**src/rtl/bin2bcd_seq_if.sv**
```systemverilog
// Handshake and result bundle between a binary source and bin2bcd_seq.
// bcd_o index 0 is the thousands digit, index 3 the units digit.
interface bin2bcd_seq_if #(
   parameter int unsigned BIN_W = 14
);
   logic [BIN_W-1:0] bin_i;
   logic             start_i;
   logic             busy_o;
   logic             done_o;
   logic             ovf_o;
   logic [3:0][3:0]  bcd_o;

   modport master (
      output bin_i, start_i,
      input  busy_o, done_o, ovf_o, bcd_o
   );

   modport slave (
      input  bin_i, start_i,
      output busy_o, done_o, ovf_o, bcd_o
   );
endinterface

```
**src/rtl/bin2bcd_seq.sv**
```systemverilog
// Sequential shift-and-add-3 binary-to-BCD converter, one input bit per clock.
// Define BIN2BCD_SATURATE_EN to clamp overflowing inputs to 9999 instead of showing EEEE.
module bin2bcd_seq #(
   parameter int unsigned BIN_W = 14
) (
   input  logic          clk_i,
   input  logic          porb_i,
   input  logic          sync_reset_i,
   bin2bcd_seq_if.slave  bus
);

   localparam int unsigned MAX_VAL = 9999;

   typedef enum logic [1:0] {StIdle, StShift, StDone} state_e;

   state_e           state_q, state_d;
   logic [BIN_W-1:0] bin_sh_q, bin_sh_d;
   logic [15:0]      scr_q, scr_d, scr_adj;
   logic [4:0]       cnt_q, cnt_d;
   logic             ovf_q, ovf_d;
   logic             ovf_out_q, ovf_out_d;
   logic             done_q, done_d;
   logic [3:0][3:0]  bcd_q, bcd_d;
   logic             over_max;
   logic [BIN_W-1:0] load_val;

   // Narrow inputs cannot exceed 9999, so the comparator is dropped entirely.
   if (BIN_W > 13) begin : g_ovf
      assign over_max = (32'(bus.bin_i) > MAX_VAL);
   end else begin : g_no_ovf
      assign over_max = 1'b0;
   end

`ifdef BIN2BCD_SATURATE_EN
   assign load_val = over_max ? BIN_W'(MAX_VAL) : bus.bin_i;
`else
   assign load_val = bus.bin_i;
`endif

   // Per-nibble correction, no carry between digits.
   always_comb begin
      scr_adj = scr_q;
      for (int i = 0; i < 4; i++) begin
         scr_adj[4*i +: 4] = scr_q[4*i +: 4] + ((scr_q[4*i +: 4] >= 4'd5) ? 4'd3 : 4'd0);
      end
   end

   always_comb begin
      state_d   = state_q;
      bin_sh_d  = bin_sh_q;
      scr_d     = scr_q;
      cnt_d     = cnt_q;
      ovf_d     = ovf_q;
      ovf_out_d = ovf_out_q;
      done_d    = 1'b0;
      bcd_d     = bcd_q;

      unique case (state_q)
         StIdle: begin
            if (bus.start_i) begin
               bin_sh_d = load_val;
               scr_d    = '0;
               cnt_d    = 5'(BIN_W);
               ovf_d    = over_max;
               state_d  = StShift;
            end
         end
         StShift: begin
            {scr_d, bin_sh_d} = {scr_adj, bin_sh_q} << 1;
            cnt_d = cnt_q - 5'd1;
            if (cnt_q == 5'd1) begin
               state_d = StDone;
            end
         end
         StDone: begin
            // Scratch holds thousands in its top nibble; bcd index 0 is thousands.
            for (int i = 0; i < 4; i++) begin
               bcd_d[i] = scr_q[12-4*i +: 4];
            end
`ifndef BIN2BCD_SATURATE_EN
            if (ovf_q) begin
               bcd_d = {4{4'hE}};
            end
`endif
            ovf_out_d = ovf_q;
            done_d    = 1'b1;
            state_d   = StIdle;
         end
         default: state_d = StIdle;
      endcase

      if (sync_reset_i) begin
         state_d   = StIdle;
         bin_sh_d  = '0;
         scr_d     = '0;
         cnt_d     = '0;
         ovf_d     = 1'b0;
         ovf_out_d = 1'b0;
         done_d    = 1'b0;
         bcd_d     = '0;
      end
   end

   always_ff @(posedge clk_i or negedge porb_i) begin
      if (!porb_i) begin
         state_q   <= StIdle;
         bin_sh_q  <= '0;
         scr_q     <= '0;
         cnt_q     <= '0;
         ovf_q     <= 1'b0;
         ovf_out_q <= 1'b0;
         done_q    <= 1'b0;
         bcd_q     <= '0;
      end else begin
         state_q   <= state_d;
         bin_sh_q  <= bin_sh_d;
         scr_q     <= scr_d;
         cnt_q     <= cnt_d;
         ovf_q     <= ovf_d;
         ovf_out_q <= ovf_out_d;
         done_q    <= done_d;
         bcd_q     <= bcd_d;
      end
   end

   assign bus.busy_o = (state_q != StIdle);
   assign bus.done_o = done_q;
   assign bus.ovf_o  = ovf_out_q;
   assign bus.bcd_o  = bcd_q;

endmodule

```
**src/flat_wrapper.sv**
```systemverilog
// flat-port wrapper written by rule: the top's interface ports become plain ports
module bin2bcd_seq_flat 
#(
   parameter int unsigned BIN_W = 14
)
  (clk_i, porb_i, sync_reset_i, bus_bin_i, bus_start_i, bus_busy_o, bus_done_o, bus_ovf_o, bus_bcd_o);
  bin2bcd_seq_if #(.BIN_W(BIN_W)) bus_i ();
  input  logic clk_i;
  input  logic porb_i;
  input  logic sync_reset_i;
  input wire logic [$bits(bus_i.bin_i)-1:0] bus_bin_i;
  input wire logic [$bits(bus_i.start_i)-1:0] bus_start_i;
  output wire logic [$bits(bus_i.busy_o)-1:0] bus_busy_o;
  output wire logic [$bits(bus_i.done_o)-1:0] bus_done_o;
  output wire logic [$bits(bus_i.ovf_o)-1:0] bus_ovf_o;
  output wire logic [$bits(bus_i.bcd_o)-1:0] bus_bcd_o;
  assign bus_i.bin_i = bus_bin_i;
  assign bus_i.start_i = bus_start_i;
  assign bus_busy_o = bus_i.busy_o;
  assign bus_done_o = bus_i.done_o;
  assign bus_ovf_o = bus_i.ovf_o;
  assign bus_bcd_o = bus_i.bcd_o;
  bin2bcd_seq #(.BIN_W(BIN_W)) u_core (.clk_i(clk_i), .porb_i(porb_i), .sync_reset_i(sync_reset_i), .bus(bus_i));
endmodule
```
**config.mk**
```make
export PLATFORM = sky130hd
export DESIGN_NAME = bin2bcd_seq_flat
export DESIGN_NICKNAME = d
export VERILOG_FILES = /design/src/rtl/bin2bcd_seq_if.sv /design/src/rtl/bin2bcd_seq.sv /design/src/flat_wrapper.sv
export SDC_FILE = /design/constraint.sdc
export NUM_CORES = 1
export LEC_CHECK = 0
export ABC_AREA = 1
export CAP_MARGIN = 20
export CELL_PAD_IN_SITES_DETAIL_PLACEMENT = 1
export CELL_PAD_IN_SITES_GLOBAL_PLACEMENT = 1
export CORE_MARGIN = 3
export CORE_UTILIZATION = 40
export DETAILED_ROUTE_END_ITERATION = 7
export PLACE_DENSITY = 0.83
export SYNTH_ARGS = -nofsm -noshare
export SYNTH_HDL_FRONTEND = slang
export SYNTH_SLANG_ARGS = --single-unit
```
**constraint.sdc**
```tcl
create_clock -name clk_i -period 5.2 [get_ports clk_i]
set_clock_uncertainty 0.2 [all_clocks]
set_input_delay 1.04 -clock clk_i [delete_from_list [all_inputs] [get_ports clk_i]]
set_output_delay 1.04 -clock clk_i [all_outputs]
set_load 0.03 [all_outputs]
```
-- Yosys cells after proc, flatten, opt, wreduce, memory -nomap -nowiden
Index checks and enable logic that the tools add are counted.
- flip-flop bits (word level): 56
- output and inout bits: 19
- logic and storage cells: 62
- add/sub/neg operators: 5
- order comparisons: 5
- eq/ne operators: 5
- multiplexer cells: 27
- reductions and logical operators: 9
- operators with widths (cell ; number):
    2-to-1 mux 16 bit ; 5
    case mux 16 bit (2 select lines) ; 1
    2-to-1 mux 14 bit ; 2
    case mux 14 bit (2 select lines) ; 1
    >= comparator 4 x 3 -> 1 bit (second input constant) ; 4
    greater-than comparator 14 bit (second input constant) ; 1
    2-to-1 mux 2 bit ; 7
    adder 4 bit ; 3
    2-to-1 mux 5 bit ; 2
    case mux 5 bit (2 select lines) ; 1
    nonzero test 2 bit ; 4
    2-to-1 mux 1 bit ; 7
    AND reduction 2 bit ; 3
    equality test 5 x 1 -> 1 bit (second input constant) ; 1
    subtractor 5 x 1 -> 5 bit (second input constant) ; 1
    case mux 2 bit (2 select lines) ; 1
    adder 3 bit ; 1
    != test 3 x 2 -> 1 bit (second input constant) ; 1
    != test 3 bit (second input constant) ; 1
    nonzero test 3 bit ; 1
    equality test 2 x 1 -> 1 bit (second input constant) ; 1
    equality test 2 bit (second input constant) ; 1
    logical NOT 2 bit ; 1

-- Longest topological paths before layout
Gate-level depths: netlist (run 1).
- depth in word-level cells: 5
- mapped depth: 9
- depth with buffers taken out: 9

-- Worst setup path after synthesis (run 1)
OpenSTA, ideal clock, no wires.
- kind: register to output
- start point: reg u_core.state_q[0]
- end point: out bus_busy_o
- data arrival time: 0.827 ns
- setup slack: 3.133 ns
- stages on the path, launching flop included: 3
- cells stage by stage: dfrtp_1 > nor2_2 > inv_1
- cells in the longest elaborated chain, start to end: 1
- RTL lines (element ; RTL line ; source):
    from (decl) ; bin2bcd_seq.sv:16 ; state_e state_q, state_d;
    from (signal assigned) ; bin2bcd_seq.sv:106 ; state_q <= StIdle;
    from (signal assigned) ; bin2bcd_seq.sv:115 ; state_q <= state_d;
    nonzero test 2 bit ; bin2bcd_seq.sv:126 ; assign bus.busy_o = (state_q != StIdle);
    to (decl) ; flat_wrapper.sv:13 ; output wire logic [$bits(bus_i.busy_o)-1:0] bus_busy_o;
No other way between the ends.

-- Final worst setup path (run 1)
Ends and elaborated chain as after synthesis.

==> flow_summary_export.csv, run 1 <==
group,metric,value,unit
layout,multi_input_area,0.001205,sq mm
die,num_io_pins,37,
timing,timing.final.ws_setup,2.227,ns
grt,grt_pass1_wl,10860,um
die,die_y,91.28,um
critical_path,critical_path_class,"flip-flop to primary output",
drt,viasPerCell,4.888,
clock_tree,tritoncts,"built",
drt,route.detailed.wl_per_inst,13.36,um
clock_tree,numCtsBuffers,5,
logic_synthesis,syn-instance-count,341,
logic_synthesis,netlist_area,0.002909,sq mm
die,die_w,91.28,um
grt,overflow,0,
critical_path,cp-endpoint,"bus_busy_o",
critical_path,end_kind,"primary output",
layout,fin_nets,407,
placement,post-place-ws,2.251,ns
timing,hold_slack,0.2931,ns
logic_synthesis,synth_cell_types,29,
timing,finalSetupViolations,0,
clock_tree,cts_resized,0,
timing,finalCritPeriodShare,57.17,%
drt,firstDrtPassIters,4,
drt,drtIter0Drc,47,
logic_synthesis,syn_avg_cell_area,8.531,sq um
placement,port_buffers,36,
layout,seq_area,0.001401,sq mm
clock_tree,cts.sink_count,56,
die,die-area,0.008332,sq mm
layout,final_cell_area,0.003408,sq mm
timing,slew_viol_final,0,
drt,final_antenna_net_count,0,
die,fp-row-count,30,
logic_synthesis,yosysTopAreaCell,"dfrtp_1",
grt,grt_max_degree,57,
timing,hold_viol_final,0,
critical_path,r2r_cells,7,
critical_path,r2r-end,"u_core.scr_q[11]$_DFFE_PN0P_",
placement,post_dp_cell_area,0.003314,sq mm
drt,via_count,2312,
drt,wirelength,6319,um
die,core-area,0.006907,sq mm
hold_path,hp-class,"flip-flop to flip-flop",
critical_path,regToRegSetupSlack,3.05,ns
layout,drive_gt1_share,9.284,%
logic_synthesis,synth_seq_cells,56,
placement,gp_congestion,0.7896,
logic_synthesis,synth_top_area_share,48.17,%
critical_path,crit_path_max_fanout,4,
placement,place_inst,465,
layout,nFillCells,868,
critical_path,critPathLaunch,"u_core.state_q[0]$_DFFE_PN0P_",
critical_path,cp-start-kind,"flip-flop",
clock_tree,clk_pin_slew,0.09,ns
timing,slew_headroom,53.82,%
placement,dp_hpwl,4615,um
logic_synthesis,syn_nets,372,
clock_tree,cts_root_buf,"clkbuf_8",
clock_tree,postCtsSetupRepairBufs,0,
grt,grt_pass1_vias,2340,
timing,period_minus_slack,2.973,ns
logic_synthesis,synth_sequential_area_ratio,48.17,%
grt,antenna_found_initial,0,
power_and_ir_drop,ir_drop,0.00009762,V
logic_synthesis,synth_area_leaders,"dfrtp_1 (48%), nand2_1 (11%), o21ai_0 (8.3%)",
drt,drc,0,
clock_tree,clk_path_buf_depth,2,
grt,track_usage,15.93,%
power_and_ir_drop,power_leakage,1.608,nW
clock_tree,insertion_delay,0.31,ns
layout,insertedDiodeCount,0,
power_and_ir_drop,power_density,247.5,mW/mm^2
clock_tree,htreeDepth,2,
critical_path,rr_startpoint,"u_core.scr_q[10]$_DFFE_PN0P_",
layout,syn_to_final_growth,17.16,%
clock_tree,cts-hold-fix-buffers,0,
job,maxCapViolCount,0,
run_status,status,"completed",
layout,mostFrequentLayoutCell,"nand2_1",
critical_path,cp.arrival,1.73,ns
timing,fmax,0.3364,GHz
layout,stdcell_count,473,
timing,tightest_slew,0.6927,ns
layout,final_cell_mix,"nand2_1 (85), dfrtp_1 (56), inv_1 (55)",
timing,fin_tns_setup,0,ns
logic_synthesis,yosysWarningCount,0,
die,start_util,42.12,%
timing,rsz0062_at_grt,"false",
critical_path,crit_required,3.96,ns
-- cell families after synthesis --
logic type | synth area share [%]
buffers and inverters | 10.41
adders and majority gates | 6.624
AOI/OAI and AO/OA | 15.18
and+or+nand+nor | 18.41
xor gates and xnor gates | 1.205
DFF | 48.17
-- Yosys cell counts (all sizes together) --
cell type / instances
nand2: 90
o21ai: 67
inv: 60
dfrtp: 56
nand3: 16
nor2: 15
ha: 9
buf: 7
o22ai: 7
fa: 4
a21oi: 2
clkbuf: 2
xnor2: 2
xor2: 2
nand4: 1
nor3: 1
-- sequential cells by signal, indices dropped and copies added, names as in the netlist --
name,flops
u_core.bus.bcd_o,16
u_core.bin_sh_q,14
u_core.cnt_q,5
u_core.bus.done_o,1
u_core.ovf_q,1
u_core.state_q,2
u_core.scr_q,16
u_core.bus.ovf_o,1
-- layer usage --
layer / share of wire (%) / GRT usage (%) / up-vias
met1: 46 / 20.56 / 1129
li1: - / - / 1134
met4: 1.2 / 4.648 / 0
met5: 0 / 0 / -
met3: 3.6 / 3.231 / 5
met2: 49 / 27.04 / 44
-- how the worst min path moves through the flow --
| stage | slack, ns | startpoint | endpoint | cells after the start |
|---|---|---|---|---|
| after floorplan | 0.25 | u_core.bin_sh_q[0]$_DFFE_PN0P_ | u_core.bin_sh_q[0]$_DFFE_PN0P_ | 2 |
| after global placement | 0.26 | u_core.bin_sh_q[10]$_DFFE_PN0P_ | u_core.bin_sh_q[10]$_DFFE_PN0P_ | 2 |
| after global routing | 0.33 | u_core.bin_sh_q[5]$_DFFE_PN0P_ | u_core.bin_sh_q[5]$_DFFE_PN0P_ | 2 |
| final | 0.29 | u_core.bin_sh_q[8]$_DFFE_PN0P_ | u_core.bin_sh_q[8]$_DFFE_PN0P_ | 2 |
| after detailed placement | 0.28 | u_core.bin_sh_q[4]$_DFFE_PN0P_ | u_core.bin_sh_q[4]$_DFFE_PN0P_ | 2 |
| after CTS | 0.30 | u_core.bin_sh_q[4]$_DFFE_PN0P_ | u_core.bin_sh_q[4]$_DFFE_PN0P_ | 2 |
-- layout make-up --
type | instances | share of cell area [%]
inverters | 60 | 6.608
clock buffers | 7 | 2.533
multi-input cells | 216 | 35.35
well taps | 96 | 3.524
repair buffers | 37 | 10.65
clock inverters | 1 | 0.2203
flip-flops and latches | 56 | 41.12
-- critical path, cell delays in order, from the launching register on --
cell and delay, ns:
dfrtp_1 0.49, nor2_2 0.27, inv_1 0.07, clkdlybuf4s50_1 0.59
-- through the flow --
step                      power, mW  utilization [%]
after detailed placement     0.6076            47.99
final                        0.8434            49.35
after global placement       0.6018            47.99
after global routing         0.8885            49.35
after CTS                    0.8575            49.35
after floorplan              0.5641                -
-- report_power, final --
part	total (mW)	internal (mW)	switching [mW]
registers	0.475	0.457	0.0181
clock network	0.247	0.109	0.139
logic	0.121	0.0430	0.0785
total	0.843	0.608	0.235
No activity file was read; power rests on OpenSTA's default activity.
==> run 2: changes to the inputs <==
==> constraint.sdc (replaced) <==
create_clock -name clk_i -period 2.8 [get_ports clk_i]
set_clock_uncertainty 0.2 [all_clocks]
set_input_delay 0.56 -clock clk_i [delete_from_list [all_inputs] [get_ports clk_i]]
set_output_delay 0.56 -clock clk_i [all_outputs]
set_load 0.03 [all_outputs]
==> run 2 against run 1 <==
  * Critical path depth stayed put
  * Sequential share of layout area hardly changed
  * Clock-buffer cell count is 1 lower
  * Global-route usage is 1.3 points higher
  * Sequential power is 86% higher
  * Register-to-register slack worse by 2.4 ns
  * Combinational power is 88% higher
  * Setup slack worse by 1.9 ns
  * Power is 85% higher
==> flow_summary_export.csv, run 2 (same netlist as run 1, synthesis figures left out) <==
group,metric,value,unit
run_status,status,"completed",
drt,route.detailed.wl_per_inst,13.84,um
drt,wirelength,6562,um
die,fp-row-count,30,
placement,port_buffers,36,
layout,insertedDiodeCount,0,
die,die_w,91.28,um
drt,final_antenna_net_count,0,
placement,post-place-ws,0.4024,ns
grt,track_usage,17.18,%
layout,final_cell_mix,"nand2_1 (85), dfrtp_1 (56), inv_1 (55)",
die,core-area,0.006907,sq mm
power_and_ir_drop,swShare,29.05,%
placement,gp_congestion,0.7869,
power_and_ir_drop,power_density,457.8,mW/mm^2
grt,antenna_found_initial,0,
critical_path,crit_path_max_fanout,4,
drt,via_count,2323,
grt,overflow,0,
timing,tightest_slew,0.7717,ns
critical_path,crit_path_cell_trace,"nor2_2 > inv_1 > clkdlybuf4s50_1",
clock_tree,clk_pin_slew,0.10,ns
timing,finalCritPeriodShare,89.88,%
clock_tree,cts_resized,0,
layout,drive_gt1_share,9.524,%
critical_path,path_buf_inv,2,
die,die-area,0.008332,sq mm
critical_path,critical_path_class,"flip-flop to primary output",
layout,fin_nets,408,
clock_tree,cts.sink_count,56,
layout,mostFrequentLayoutCell,"nand2_1",
power_and_ir_drop,p_comb_share,14.6,%
die,start_util,42.12,%
drt,viasPerCell,4.901,
clock_tree,cts_root_buf,"clkbuf_8",
timing,period_minus_slack,2.517,ns
critical_path,cpMaxStageDelayCell,"clkdlybuf4s50_1",
timing,slew_headroom,48.55,%
timing,rsz0062_at_grt,"false",
critical_path,crit_required,2.04,ns
grt,grtUsageMet3,2.900,%
layout,stdcell_count,474,
power_and_ir_drop,pwr-share-seq,56.5,%
hold_path,hp-class,"input pin to async pin",
drt,firstDrtPassIters,4,
drt,drc,0,
power_and_ir_drop,power.internal,1.108,mW
grt,grt_pass1_vias,2492,
timing,slew_viol_final,0,
timing,finalSetupViolations,0,
power_and_ir_drop,power_leakage,1.610,nW
placement,place_inst,466,
power_and_ir_drop,p_clk_share,28.8,%
timing,fmax,0.3974,GHz
grt,grtUsageMet2,29.31,%
placement,dp_hpwl,4943,um
die,die_y,91.28,um
clock_tree,tritoncts,"built",
critical_path,cp.arrival,1.76,ns
grt,grtUsageMet1,22.44,%
job,maxCapViolCount,0,
clock_tree,insertion_delay,0.32,ns
critical_path,end_kind,"primary output",
timing,hold_viol_final,0,
critical_path,slowest_delay,0.60,ns
clock_tree,numCtsBuffers,5,
layout,syn_to_final_growth,17.25,%
power_and_ir_drop,ir_drop,0.0002606,V
clock_tree,cts-hold-fix-buffers,0,
die,num_io_pins,37,
clock_tree,clk_path_buf_depth,2,
critical_path,cp-start-kind,"flip-flop",
timing,timing.final.ws_setup,0.2835,ns
drt,drtIter0Drc,57,
grt,grt_max_degree,36,
power_and_ir_drop,switching_power,453.7,uW
grt,grt_pass1_wl,11730,um
timing,fin_tns_setup,0,ns
grt,grt.busiest_layer,"met2",
clock_tree,postCtsSetupRepairBufs,0,
critical_path,path_delay_family,"buffers and inverters",
clock_tree,htreeDepth,2,
-- run 2: changes by cell type in the layout (fill, tap and decap cells not counted) --
cell and change:
buf_4 +1, clkbuf_8 -1, clkinv_4 +1
-- run 2: metal layers --
| metal | part of all wire, % | vias up |
|---|---|---|
| li1 | - | 1142 |
| met1 | 46 | 1124 |
| met2 | 49 | 49 |
| met3 | 4.1 | 8 |
| met4 | 1.1 | 0 |
| met5 | 0 | - |
-- run 2: power by group through the flow --
stage | Clock [mW] | Sequential (mW) | Combinational, mW
4_1_cts | 0.469 | 0.883 | 0.234
2_1_floorplan | 0 | 0.887 | 0.160
3_3_place_gp | 0 | 0.896 | 0.222
6_report | 0.450 | 0.883 | 0.228
3_5_place_dp | 0 | 0.898 | 0.233
5_1_grt | 0.501 | 0.890 | 0.262
-- run 2: path summary, 6_finish.rpt --
check                      cells past startpoint                           start  slack [ns]                              end
max                                            3   u_core.state_q[0]$_DFFE_PN0P_        0.28                       bus_busy_o
min                                            1                          porb_i        0.10      u_core.bus.done_o$_DFF_PN0_
max reg2reg                                    7     u_core.scr_q[6]$_DFFE_PN0P_        0.62      u_core.scr_q[7]$_DFFE_PN0P_
min reg2reg                                    2  u_core.bin_sh_q[8]$_DFFE_PN0P_        0.29   u_core.bin_sh_q[8]$_DFFE_PN0P_
max in group asynchronous                      2                          porb_i        1.61  u_core.bin_sh_q[12]$_DFFE_PN0P_
min in group clk_i                             2  u_core.bin_sh_q[8]$_DFFE_PN0P_        0.29   u_core.bin_sh_q[8]$_DFFE_PN0P_
-- run 2: area by class of cell --
cell class              instances  area, sq um
repair buffers                 38        370.4
clock inverters                 2        16.27
flip-flops and latches         56         1401
fillers                       878         3496
well taps                      96        120.1
multi-input cells             216         1205
clock buffers                   6        72.57
inverters                      60        225.2
-- run 2: metrics by stage --
stage | hold WS [ns] | utilization, % | total power [mW] | instance area (sq um)
after floorplan | 0.06441 | - | 1.048 | 2909
after global placement | 0.2615 | 48.10 | 1.119 | 3322
after detailed placement | 0.2719 | 48.10 | 1.131 | 3322
after CTS | 0.1247 | 49.38 | 1.586 | 3411
after global routing | 0.1712 | 49.38 | 1.653 | 3411
final | 0.1050 | 49.38 | 1.562 | 3411
-- run 2: worst reg2reg max path: cells and delay by family (launching register included) --
kind	cells	cell delay, ns
adders and majority gates	2	0.64
AOI/OAI and AO/OA	2	0.53
DFF	1	0.44
xor gates and xnor gates	1	0.15
buffers and inverters	2	0.14
==> run 3: changes to the inputs <==
--- a/config.mk
+++ b/config.mk
@@ -6,12 +6,12 @@
 export NUM_CORES = 1
 export LEC_CHECK = 0
 export ABC_AREA = 1
-export CAP_MARGIN = 20
 export CELL_PAD_IN_SITES_DETAIL_PLACEMENT = 1
 export CELL_PAD_IN_SITES_GLOBAL_PLACEMENT = 1
 export CORE_MARGIN = 3
 export CORE_UTILIZATION = 40
 export DETAILED_ROUTE_END_ITERATION = 7
+export GPL_TIMING_DRIVEN = 0
 export PLACE_DENSITY = 0.83
 export SYNTH_ARGS = -nofsm -noshare
 export SYNTH_HDL_FRONTEND = slang
==> run 3 against run 2 <==
  * Sequential power hardly changed
  * Setup slack better by 0.039 ns
  * First-iteration DRC count is 23% higher
  * Sequential share of layout area is 1.2 points lower
  * Critical path depth stayed put
  * Non-clock buffer count is 9 higher
  * Flip-flop and latch count stayed put
  * Largest cell class unchanged
==> flow_summary_export.csv, run 3 (same netlist as run 1, synthesis figures left out) <==
group,metric,value,unit
hold_path,hp-class,"flip-flop to flip-flop",
timing,tightest_slew,0.4868,ns
timing,fin_tns_setup,0,ns
critical_path,rr_startpoint,"u_core.scr_q[10]$_DFFE_PN0P_",
die,fp-row-count,30,
layout,final_cell_mix,"nand2_1 (85), dfrtp_1 (56), inv_1 (55)",
power_and_ir_drop,power_leakage,1.668,nW
grt,overflow,0,
layout,nFillCells,849,
timing,slew_headroom,67.55,%
die,num_io_pins,37,
clock_tree,postCtsSetupRepairBufs,0,
layout,fin_nets,417,
layout,mostFrequentLayoutCell,"nand2_1",
timing,hold_viol_final,0,
clock_tree,clk_pin_slew,0.10,ns
die,start_util,42.12,%
critical_path,critPathLaunch,"u_core.state_q[0]$_DFFE_PN0P_",
layout,drive_gt1_share,11.37,%
grt,track_usage,17.48,%
placement,place_inst,474,
layout,insertedDiodeCount,0,
critical_path,cp-start-kind,"flip-flop",
job,maxCapViolCount,0,
clock_tree,insertion_delay,0.31,ns
grt,grt_pass1_wl,11920,um
drt,route.detailed.wl_per_inst,14.07,um
clock_tree,cts-hold-fix-buffers,1,
power_and_ir_drop,ir_drop,0.0002400,V
clock_tree,cts_root_buf,"clkbuf_8",
run_status,status,"completed",
timing,rsz0062_at_grt,"false",
placement,dp_hpwl,5243,um
die,core-area,0.006907,sq mm
clock_tree,htreeDepth,2,
power_and_ir_drop,power_density,458.8,mW/mm^2
clock_tree,cts.sink_count,56,
timing,hold_slack,0.2891,ns
drt,wirelength,6794,um
grt,antenna_found_initial,0,
critical_path,end_kind,"primary output",
placement,gp_congestion,0.8142,
drt,via_count,2365,
clock_tree,numCtsBuffers,5,
drt,final_antenna_net_count,0,
die,die_y,91.28,um
grt,grt_pass1_vias,2556,
critical_path,cp.arrival,1.72,ns
timing,finalCritPeriodShare,88.50,%
clock_tree,cts_resized,0,
critical_path,crit_path_max_fanout,4,
timing,slew_viol_final,0,
hold_path,min-delay-start,"u_core.bin_sh_q[9]$_DFFE_PN0P_",
timing,period_minus_slack,2.478,ns
clock_tree,tritoncts,"built",
layout,stdcell_count,483,
critical_path,critical_path_class,"flip-flop to primary output",
drt,drtIter0Drc,70,
critical_path,crit_required,2.04,ns
timing,fmax,0.4036,GHz
timing,finalSetupViolations,0,
timing,timing.final.ws_setup,0.3221,ns
layout,syn_to_final_growth,20.69,%
clock_tree,clk_path_buf_depth,2,
grt,grt_max_degree,42,
die,die_w,91.28,um
die,die-area,0.008332,sq mm
drt,firstDrtPassIters,4,
placement,post-place-ws,0.5569,ns
drt,drc,0,
placement,port_buffers,36,
drt,viasPerCell,4.896,
[run 3: changes by cell type in the layout (fill, tap and decap cells not counted), sizes merged]
| cell | change |
|---|---|
| clkbuf | +2 |
| inv | +1 |
| clkinvlp | -1 |
| dlygate4sd3 | +1 |
| buf | +6 |
[run 3: path summary, 6_finish.rpt]
kind,endpoint,slack [ns],cells past startpoint
max in group asynchronous,u_core.scr_q[13]$_DFFE_PN0P_,1.34,3
hold reg to reg,u_core.bin_sh_q[9]$_DFFE_PN0P_,0.29,2
setup reg to reg,u_core.scr_q[11]$_DFFE_PN0P_,0.67,7
hold / removal,u_core.bin_sh_q[9]$_DFFE_PN0P_,0.29,2
min in group asynchronous,u_core.bus.bcd_o[13]$_DFFE_PN0P_,0.51,2
setup / recovery,bus_busy_o,0.32,3
[run 3: critical path, cell delays in order, from the launching register on]
cell             delay [ns]
dfrtp_1                0.49
nor2_2                 0.24
inv_1                  0.08
clkdlybuf4s50_1        0.60
[run 3: per-stage QoR]
stage | utilization (%) | area, sq um | total power [mW]
3_5_place_dp | 49.29 | 3405 | 1.150
2_1_floorplan | - | 2909 | 1.048
6_report | 50.83 | 3511 | 1.611
3_3_place_gp | 49.08 | 3390 | 1.139
4_1_cts | 50.83 | 3511 | 1.628
5_1_grt | 50.83 | 3511 | 1.699
[run 3: final cells by class]
cell class | count | area [sq um] | area share [%]
well taps | 96 | 120.1 | 3.421
repair buffers | 38 | 385.4 | 10.98
plain buffers | 9 | 77.57 | 2.210
flip-flops and latches | 56 | 1401 | 39.91
clock buffers | 6 | 82.58 | 2.352
clock inverters | 2 | 13.76 | 0.3920
inverters | 60 | 225.2 | 6.415
multi-input cells | 216 | 1205 | 34.32
[run 3: power by group]
group	internal (mW)	switching, mW
clock network	0.203	0.278
registers	0.848	0.0311
logic	0.0956	0.155
[run 3: metal layers]
| metal | vias to the layer above | GRT usage (%) | share of wire [%] |
|---|---|---|---|
| li1 | 1159 | - | - |
| met1 | 1148 | 21.38 | 46 |
| met2 | 52 | 31.70 | 50 |
| met3 | 6 | 2.983 | 3.2 |
| met4 | 0 | 4.523 | 0.87 |
| met5 | - | 0 | 0 |
